File: config.mk
export PLATFORM = sky130hd
export DESIGN_NAME = dm_bus_arbiter
export DESIGN_NICKNAME = d
export VERILOG_FILES = /design/src/rtl/dm_arb_pkg.sv /design/src/rtl/dm_arb_stat_cnt.sv /design/src/rtl/dm_bus_arbiter.sv
export SDC_FILE = /design/constraint.sdc
export NUM_CORES = 1
export LEC_CHECK = 0
export ABC_CLOCK_PERIOD_IN_PS = 1430
export CORE_AREA = 2 2 118 120
export DETAILED_ROUTE_END_ITERATION = 8
export DIE_AREA = 0 0 120 122
export PLACE_DENSITY = 0.7
export SYNTH_ARGS = -nofsm -noshare
export SYNTH_HDL_FRONTEND = slang
export SYNTH_SLANG_ARGS = --single-unit
export TNS_END_PERCENT = 10
File: constraint.sdc
create_clock -name clk -period 1.43 [get_ports clk]
set_input_delay 0.2145 -clock clk [delete_from_list [all_inputs] [get_ports clk]]
set_output_delay 0.2145 -clock clk [all_outputs]
set_load 0.02 [all_outputs]
File: src/rtl/dm_arb_pkg.sv
// Shared types for the data-memory arbiter: FSM states, owner encoding, idle byte-enable.
package dm_arb_pkg;

  typedef enum logic {
    ARB   = 1'b0,
    BURST = 1'b1
  } arb_state_t;

  localparam logic       OWN_C       = 1'b0;
  localparam logic       OWN_D       = 1'b1;
  localparam logic [3:0] BYTEEN_NONE = 4'b0000;

endpackage

File: src/rtl/dm_arb_stat_cnt.sv
// Conflict and CPU-stall event counters for the data-memory arbiter; wrap at 2^32.
// Latency: count visible the cycle after the event. Backpressure: none, pure observer.
module dm_arb_stat_cnt (
  input  logic        clk,
  input  logic        reset,
  input  logic        conflict,
  input  logic        stall,
  output logic [31:0] stat_conflict,
  output logic [31:0] stat_stall
);

  always_ff @(posedge clk or negedge reset) begin
    if (!reset) begin
      stat_conflict <= '0;
      stat_stall    <= '0;
    end else begin
      if (conflict) stat_conflict <= stat_conflict + 32'd1;
      if (stall)    stat_stall    <= stat_stall + 32'd1;
    end
  end

endmodule

File: src/rtl/dm_bus_arbiter.sv
// Shares one data-memory port between CPU M-stage and a secondary master; round-robin plus locked D bursts.
// Latency: grant/mux combinational, D read data registered one cycle. Backpressure: c_stall to CPU, d_gnt to D.
// Optional DM_ARB_STAT_EN adds stat_conflict/stat_stall counter outputs.
module dm_bus_arbiter
  import dm_arb_pkg::*;
#(
  parameter int AW        = 32,
  parameter int DW        = 32,
  parameter int MAX_BURST = 4
) (
  input  logic          clk,
  input  logic          reset,
  input  logic          c_req,
  input  logic [AW-1:0] c_addr,
  input  logic [DW-1:0] c_wdata,
  input  logic [3:0]    c_byteen,
  output logic [DW-1:0] c_rdata,
  output logic          c_stall,
  input  logic          d_req,
  input  logic          d_lock,
  input  logic [AW-1:0] d_addr,
  input  logic [DW-1:0] d_wdata,
  input  logic [3:0]    d_byteen,
  output logic          d_gnt,
  output logic          d_rvalid,
  output logic [DW-1:0] d_rdata,
  output logic [AW-1:0] m_data_addr,
  output logic [DW-1:0] m_data_wdata,
  output logic [3:0]    m_data_byteen,
  input  logic [DW-1:0] m_data_rdata
`ifdef DM_ARB_STAT_EN
  ,
  output logic [31:0]   stat_conflict,
  output logic [31:0]   stat_stall
`endif
);

  localparam int CW = $clog2(MAX_BURST + 1);

  arb_state_t    state, state_nxt;
  logic          last, last_nxt;
  logic [CW-1:0] cnt, cnt_nxt, cnt_inc;
  logic          gnt_c, gnt_d;

  assign cnt_inc = cnt + CW'(1);

  always_ff @(posedge clk or negedge reset) begin
    if (!reset) begin
      state <= ARB;
      last  <= OWN_D;
      cnt   <= '0;
    end else begin
      state <= state_nxt;
      last  <= last_nxt;
      cnt   <= cnt_nxt;
    end
  end

  // cnt counts granted burst beats; the beat that reaches MAX_BURST is the last one
  always_comb begin
    state_nxt = state;
    last_nxt  = last;
    cnt_nxt   = cnt;
    case (state)
      ARB: begin
        if (gnt_c) begin
          last_nxt = OWN_C;
        end else if (gnt_d) begin
          last_nxt = OWN_D;
          if (d_lock && MAX_BURST > 1) begin
            state_nxt = BURST;
            cnt_nxt   = CW'(1);
          end
        end
      end
      BURST: begin
        if (d_req && d_lock && int'(cnt_inc) < MAX_BURST) begin
          cnt_nxt = cnt_inc;
        end else begin
          state_nxt = ARB;
          cnt_nxt   = '0;
          last_nxt  = OWN_D;
        end
      end
      default: state_nxt = ARB;
    endcase
  end

  always_comb begin
    gnt_c = 1'b0;
    gnt_d = 1'b0;
    if (reset) begin
      case (state)
        ARB: begin
          if (c_req && d_req) begin
            gnt_c = (last == OWN_D);
            gnt_d = (last == OWN_C);
          end else begin
            gnt_c = c_req;
            gnt_d = d_req;
          end
        end
        BURST: begin
          gnt_d = d_req;
          gnt_c = c_req && !d_req;
        end
        default: ;
      endcase
    end
  end

  always_comb begin
    m_data_addr   = '0;
    m_data_wdata  = '0;
    m_data_byteen = BYTEEN_NONE;
    if (gnt_c) begin
      m_data_addr   = {c_addr[AW-1:2], 2'b00};
      m_data_wdata  = c_wdata;
      m_data_byteen = c_byteen;
    end else if (gnt_d) begin
      m_data_addr   = {d_addr[AW-1:2], 2'b00};
      m_data_wdata  = d_wdata;
      m_data_byteen = d_byteen;
    end
  end

  assign c_stall = reset && c_req && !gnt_c;
  assign d_gnt   = gnt_d;
  assign c_rdata = m_data_rdata;

  always_ff @(posedge clk or negedge reset) begin
    if (!reset) begin
      d_rvalid <= 1'b0;
      d_rdata  <= '0;
    end else begin
      d_rvalid <= gnt_d && (d_byteen == BYTEEN_NONE);
      if (gnt_d && (d_byteen == BYTEEN_NONE)) d_rdata <= m_data_rdata;
    end
  end

`ifdef DM_ARB_STAT_EN
  dm_arb_stat_cnt u_stat (
    .clk           (clk),
    .reset         (reset),
    .conflict      (c_req && d_req),
    .stall         (c_stall),
    .stat_conflict (stat_conflict),
    .stat_stall    (stat_stall)
  );
`endif

endmodule

# ---- Word level (Yosys, flattened, before mapping)
# Index checks and enable logic that the tools add are counted.
dict set report op_classes {
  div_mod_pow 0
  magnitude_cmp 1
  shifts 0
  n_eq_ne 5
  mul 0
  reduce_logical 12
  n_mux 26
  n_bitwise 2
  add_sub_neg 1
}
# op n
set op_table {}
lappend op_table {{$mux 32} 4}
lappend op_table {{$mux 3} 4}
lappend op_table {{$mux 1} 11}
lappend op_table {{$mux 4} 2}
lappend op_table {{$ne 2x2->1 const B} 4}
lappend op_table {{$pmux 1 s2} 4}
lappend op_table {{$logic_and 1x1->1} 7}
lappend op_table {{$pmux 3 s2} 1}
lappend op_table {{$logic_not 4->1} 1}
lappend op_table {{$add 3x1->3 const B} 1}
lappend op_table {{$lt 3x3->1 const B} 1}
lappend op_table {{$ne 3x3->1 const B} 1}
lappend op_table {{$reduce_and 3->1} 1}
lappend op_table {{$logic_not 1->1} 2}
lappend op_table {{$not 1->1} 2}
lappend op_table {{$reduce_and 2->1} 1}
dict set report word_totals {
  word_cells 52
  mem_count 0
  rom_bits 0
  out_inout_bits 135
  ff_bits 38
  latchBits 0
  mem_bits_rw 0
  input_bits 173
}

# ---- Depth between registers and ports, before layout
dict set report depth {
  word_depth 7
  mapped_depth 6
  ltp_nobuf 4
}

# ---- Worst setup path after synthesis
# Ideal clock, no wire load.
dict set report synth_timing {
  path_type {flip-flop to output port}
  from {register last}
  to {output m_data_addr[2]}
  slack_ps -194
  path_buffers 3
  t_arrival_ps 1410
  required_ps 1216
  path_stages_with_launch 7
  path_cell_list {dfstp_2 > nand3b_4 > and2_1 > buf_2 > buf_6 > buf_6 > a22o_1}
}
dict set report synth_between {
  elab_chain_cells 6
  word_cells_on_any_way 9
  classes_between {8 x mux; 1 x bitwise}
}
# item line_no
set synth_lines {}
lappend synth_lines {{start: declaration} dm_bus_arbiter.sv:41} ;# logic last, last_nxt;
lappend synth_lines {{start signal: assignment} dm_bus_arbiter.sv:54} ;# last <= last_nxt;
lappend synth_lines {{$not 1->1} dm_bus_arbiter.sv:97} ;# gnt_d = (last == OWN_C);
lappend synth_lines {{$mux 1} dm_bus_arbiter.sv:95} ;# if (c_req && d_req) begin
lappend synth_lines {{$pmux 1 s2} dm_bus_arbiter.sv:93} ;# case (state)
lappend synth_lines {{$mux 1} dm_bus_arbiter.sv:92} ;# if (reset) begin
lappend synth_lines {{$mux 32} dm_bus_arbiter.sv:120} ;# end else if (gnt_d) begin
lappend synth_lines {{$mux 32 *} dm_bus_arbiter.sv:116} ;# if (gnt_c) begin
lappend synth_lines {{end: declaration} dm_bus_arbiter.sv:27} ;# output logic [AW-1:0] m_data_addr,
# Every way passes the cells marked *; elsewhere a longest branch is shown, timed or not.

# ---- Final worst setup path
dict set report layout_timing {
  from {register last}
  to {output m_data_addr[26]}
}
# Same word-level chain as after synthesis.

==> results.cfg <==
[floorplanning]
core_um2 = 13500
die-area_um2 = 14600
rows = 43
die_x_um = 120
ios = 308
start_util_pct = 19.3
die_h_um = 122

[global_routing]
antenna_found_initial = 1
grt_pass1_vias = 3242
grt_use_total_pct = 17.4
grt_pass1_wl_mm = 19.2
grt_max_degree = 40
overflow = 0

[synthesis]
syn_inst = 213
syn_area_um2 = 2610
ys_seq_elements = 38
synth_area_per_cell_um2 = 12.2
ys_types = 32
seq_area_frac_synth_pct = 36.5
yosysWarnings = 0

[worst_setup_path]
crit_type = reg -> out
cp-start-kind = register
reg2reg_depth = 6
end_kind = primary output
cp_max_fo = 10
cp_data_required_time_ns = 1.22
cp.arrival_ns = 1.82

[clock_tree]
h-tree-depth = 2
root_buffer = clkbuf_16
clkTransAtPathRegs_ns = 0.06
tritoncts = done
clk_latency_ns = 0.28
numCtsBuffers = 5
clockBufferDepth = 2
hold_buffers = 0
cts_sinks = 38

[power]
swShare_pct = 32.8
clock_power_share_pct = 20.8
p_int_mw = 3.58
p_sw_mw = 1.75
pwr-share-seq_pct = 26.3
combPwrFrac_pct = 52.9
ir_drop_v = 0.000846
powerDensity_nw_per_um2 = 804
totalPowerFinal_mw = 5.33
p_leak_nw = 3.18

[cells_and_area]
fin_cells = 708
area_growth_pct = 154
fillers = 1226
nets = 700
drive_gt1_share_pct = 41.2
final_area_um2 = 6630

[detailed_routing]
drc_errors = 0
wl_per_cell_um = 19.7
drt_iter0_markers = 120
drt_pass1_iterations = 4
ant_nets = 0
vias = 3113
drt-total-wl_mm = 13.9
vias_per_cell = 4.40

[sta]
min_period_ns = 2.03
fin_skew_ns = 0.00313
setup_tns_ns = -45.81
fmax_mhz = 492
worstMarginPinSlew_ns = 0.508
setup_viol = 100
slew_headroom_pct = 66.1
fin_crit_sh_pct = 142
rsz0062_at_grt = yes
setup_ws_ns = -0.602
final_hold_viol_count = 0
slew_violations = 0
hold_slack_ns = 0.0881

[min_path]
hold_class = in -> async

[place]
numPortBuffers = 301
post-dp-hpwl_mm = 10.9
dp_cells = 688
postPlaceCellArea_um2 = 6200
place_congestion = 0.860

[status]
failed_checks = setup timing
status = complete, but fails checks

[flow_run]
drv_cap = 0
-- cell usage after synthesis --
| cell type | number | area (µm²) |
|---|---|---|
| a22o_1 | 66 | 578 |
| dfrtp_1 | 37 | 926 |
| buf_4 | 35 | 263 |
| mux2_4 | 29 | 435 |
| buf_2 | 9 | 45.0 |
| buf_6 | 5 | 56.3 |
| buf_12 | 3 | 60.1 |
| mux2_1 | 3 | 33.8 |
| a31oi_1 | 2 | 12.5 |
| and2_1 | 2 | 12.5 |
| a21oi_1 | 1 | 5.00 |
| a21oi_2 | 1 | 8.76 |
| a2bb2o_1 | 1 | 10.0 |
| a41oi_1 | 1 | 8.76 |
| and2_2 | 1 | 7.51 |
| and3_1 | 1 | 6.26 |
| and3_4 | 1 | 11.3 |
| buf_1 | 1 | 3.75 |
| conb_1 | 1 | 3.75 |
| dfstp_2 | 1 | 26.3 |
| ha_1 | 1 | 12.5 |
| inv_1 | 1 | 3.75 |
| nand2_1 | 1 | 3.75 |
| nand2b_1 | 1 | 6.26 |
| nand3_1 | 1 | 5.00 |
| nand3b_4 | 1 | 20.0 |
| nand4_1 | 1 | 6.26 |
| nor4_1 | 1 | 6.26 |
| o21ai_0 | 1 | 5.00 |
| o22a_1 | 1 | 8.76 |
| o22ai_1 | 1 | 6.26 |
| xnor2_1 | 1 | 8.76 |
-- power groups by stage --
stage | logic [mW] | clock network [mW] | registers [mW]
2_1_floorplan | 1.06 | 0 | 1.62
3_3_place_gp | 2.75 | 0 | 1.41
3_5_place_dp | 2.78 | 0 | 1.41
4_1_cts | 2.76 | 1.14 | 1.40
5_1_grt | 2.95 | 1.18 | 1.42
6_report | 2.82 | 1.11 | 1.40
-- flip-flops by register name (all words and copies together) (netlist names) --
register,count
d_rdata,32
cnt,3
d_rvalid,1
last,1
state,1
-- stage by stage --
| step | setup WS [ns] | util, % |
|---|---|---|
| 3_3_place_gp | -0.945 | 45.9 |
| 5_1_grt | -0.654 | 49.1 |
| 4_1_cts | -0.613 | 48.0 |
| 3_5_place_dp | -0.975 | 45.9 |
| 6_report | -0.602 | 49.1 |
| 2_1_floorplan | -0.180 | - |
-- per-layer routing --
layer	wire length (µm)	global-route usage, %	up-vias
li1	-	-	1409
met1	5460	21.6	1498
met2	6960	29.8	196
met3	1340	4.82	10
met4	153	4.41	0
met5	0	0	-
-- logic make-up (layout without fill, tap and decap cells) --
group,after synthesis,in the layout,share of synthesized area (%)
buffers and inverters,54,367,16.6
flip-flops,38,38,36.5
XOR/XNOR,1,1,0.336
adder cells (fa/ha/maj),1,1,0.480
other,1,3,0.144
AO/OA/AOI/OAI,75,75,24.7
AND/OR/NAND/NOR,11,11,3.26
multiplexers,32,32,18.0
-- cells in the final DEF, fill, tap and decap left out, types with 2 or more instances in the layout --
master / count
mux2_1: 2
clkbuf_16: 7
dfrtp_1: 37
buf_6: 63
buf_12: 9
bufbuf_16: 2
a22o_1: 20
clkdlybuf4s50_1: 164
buf_2: 8
a31oi_1: 2
buf_4: 38
a22o_4: 46
dlygate4sd2_1: 68
mux2_4: 30
buf_8: 3
conb_1: 2
-- critical path, stage by stage (launching register included) --
cell and delay, ns:
dfstp_2 0.59, nand3b_4 0.09, and2_4 0.19, bufbuf_16 0.28, a22o_1 0.22, buf_4 0.17
-- repair_timing --
item / 4_1_cts / 5_1_grt
setup buffers: 5 / 3
pin swaps: 11 / 6
endpoints found under the hold margin: 0 / 0
endpoints found under the setup margin: 165 / 100
cloned: 2 / 2
resized for setup: 433 / 24
-- area by class of cell --
cell class	count	area [µm²]	area share, %
timing repair buffer	358	3640	54.9
sequential	38	952	14.4
multi-input combinational	122	1660	25.0
inverter	1	3.75	0.0566
clock inverter	1	5.00	0.0755
antenna	1	2.50	0.0378
clock buffer	7	143	2.15
tap	180	225	3.40
-- worst paths after layout --
kind,startpoint,slack [ns],end
setup / recovery,last,-0.60,m_data_addr[26]
hold / removal,reset,0.09,d_rdata[20]
setup reg to reg,last,-0.27,d_rdata[29]
hold reg to reg,d_rdata[14],0.48,d_rdata[14]
max in group asynchronous,reset,0.98,last
min in group clk,reset,0.40,last
(Power assumes the default switching activity.)
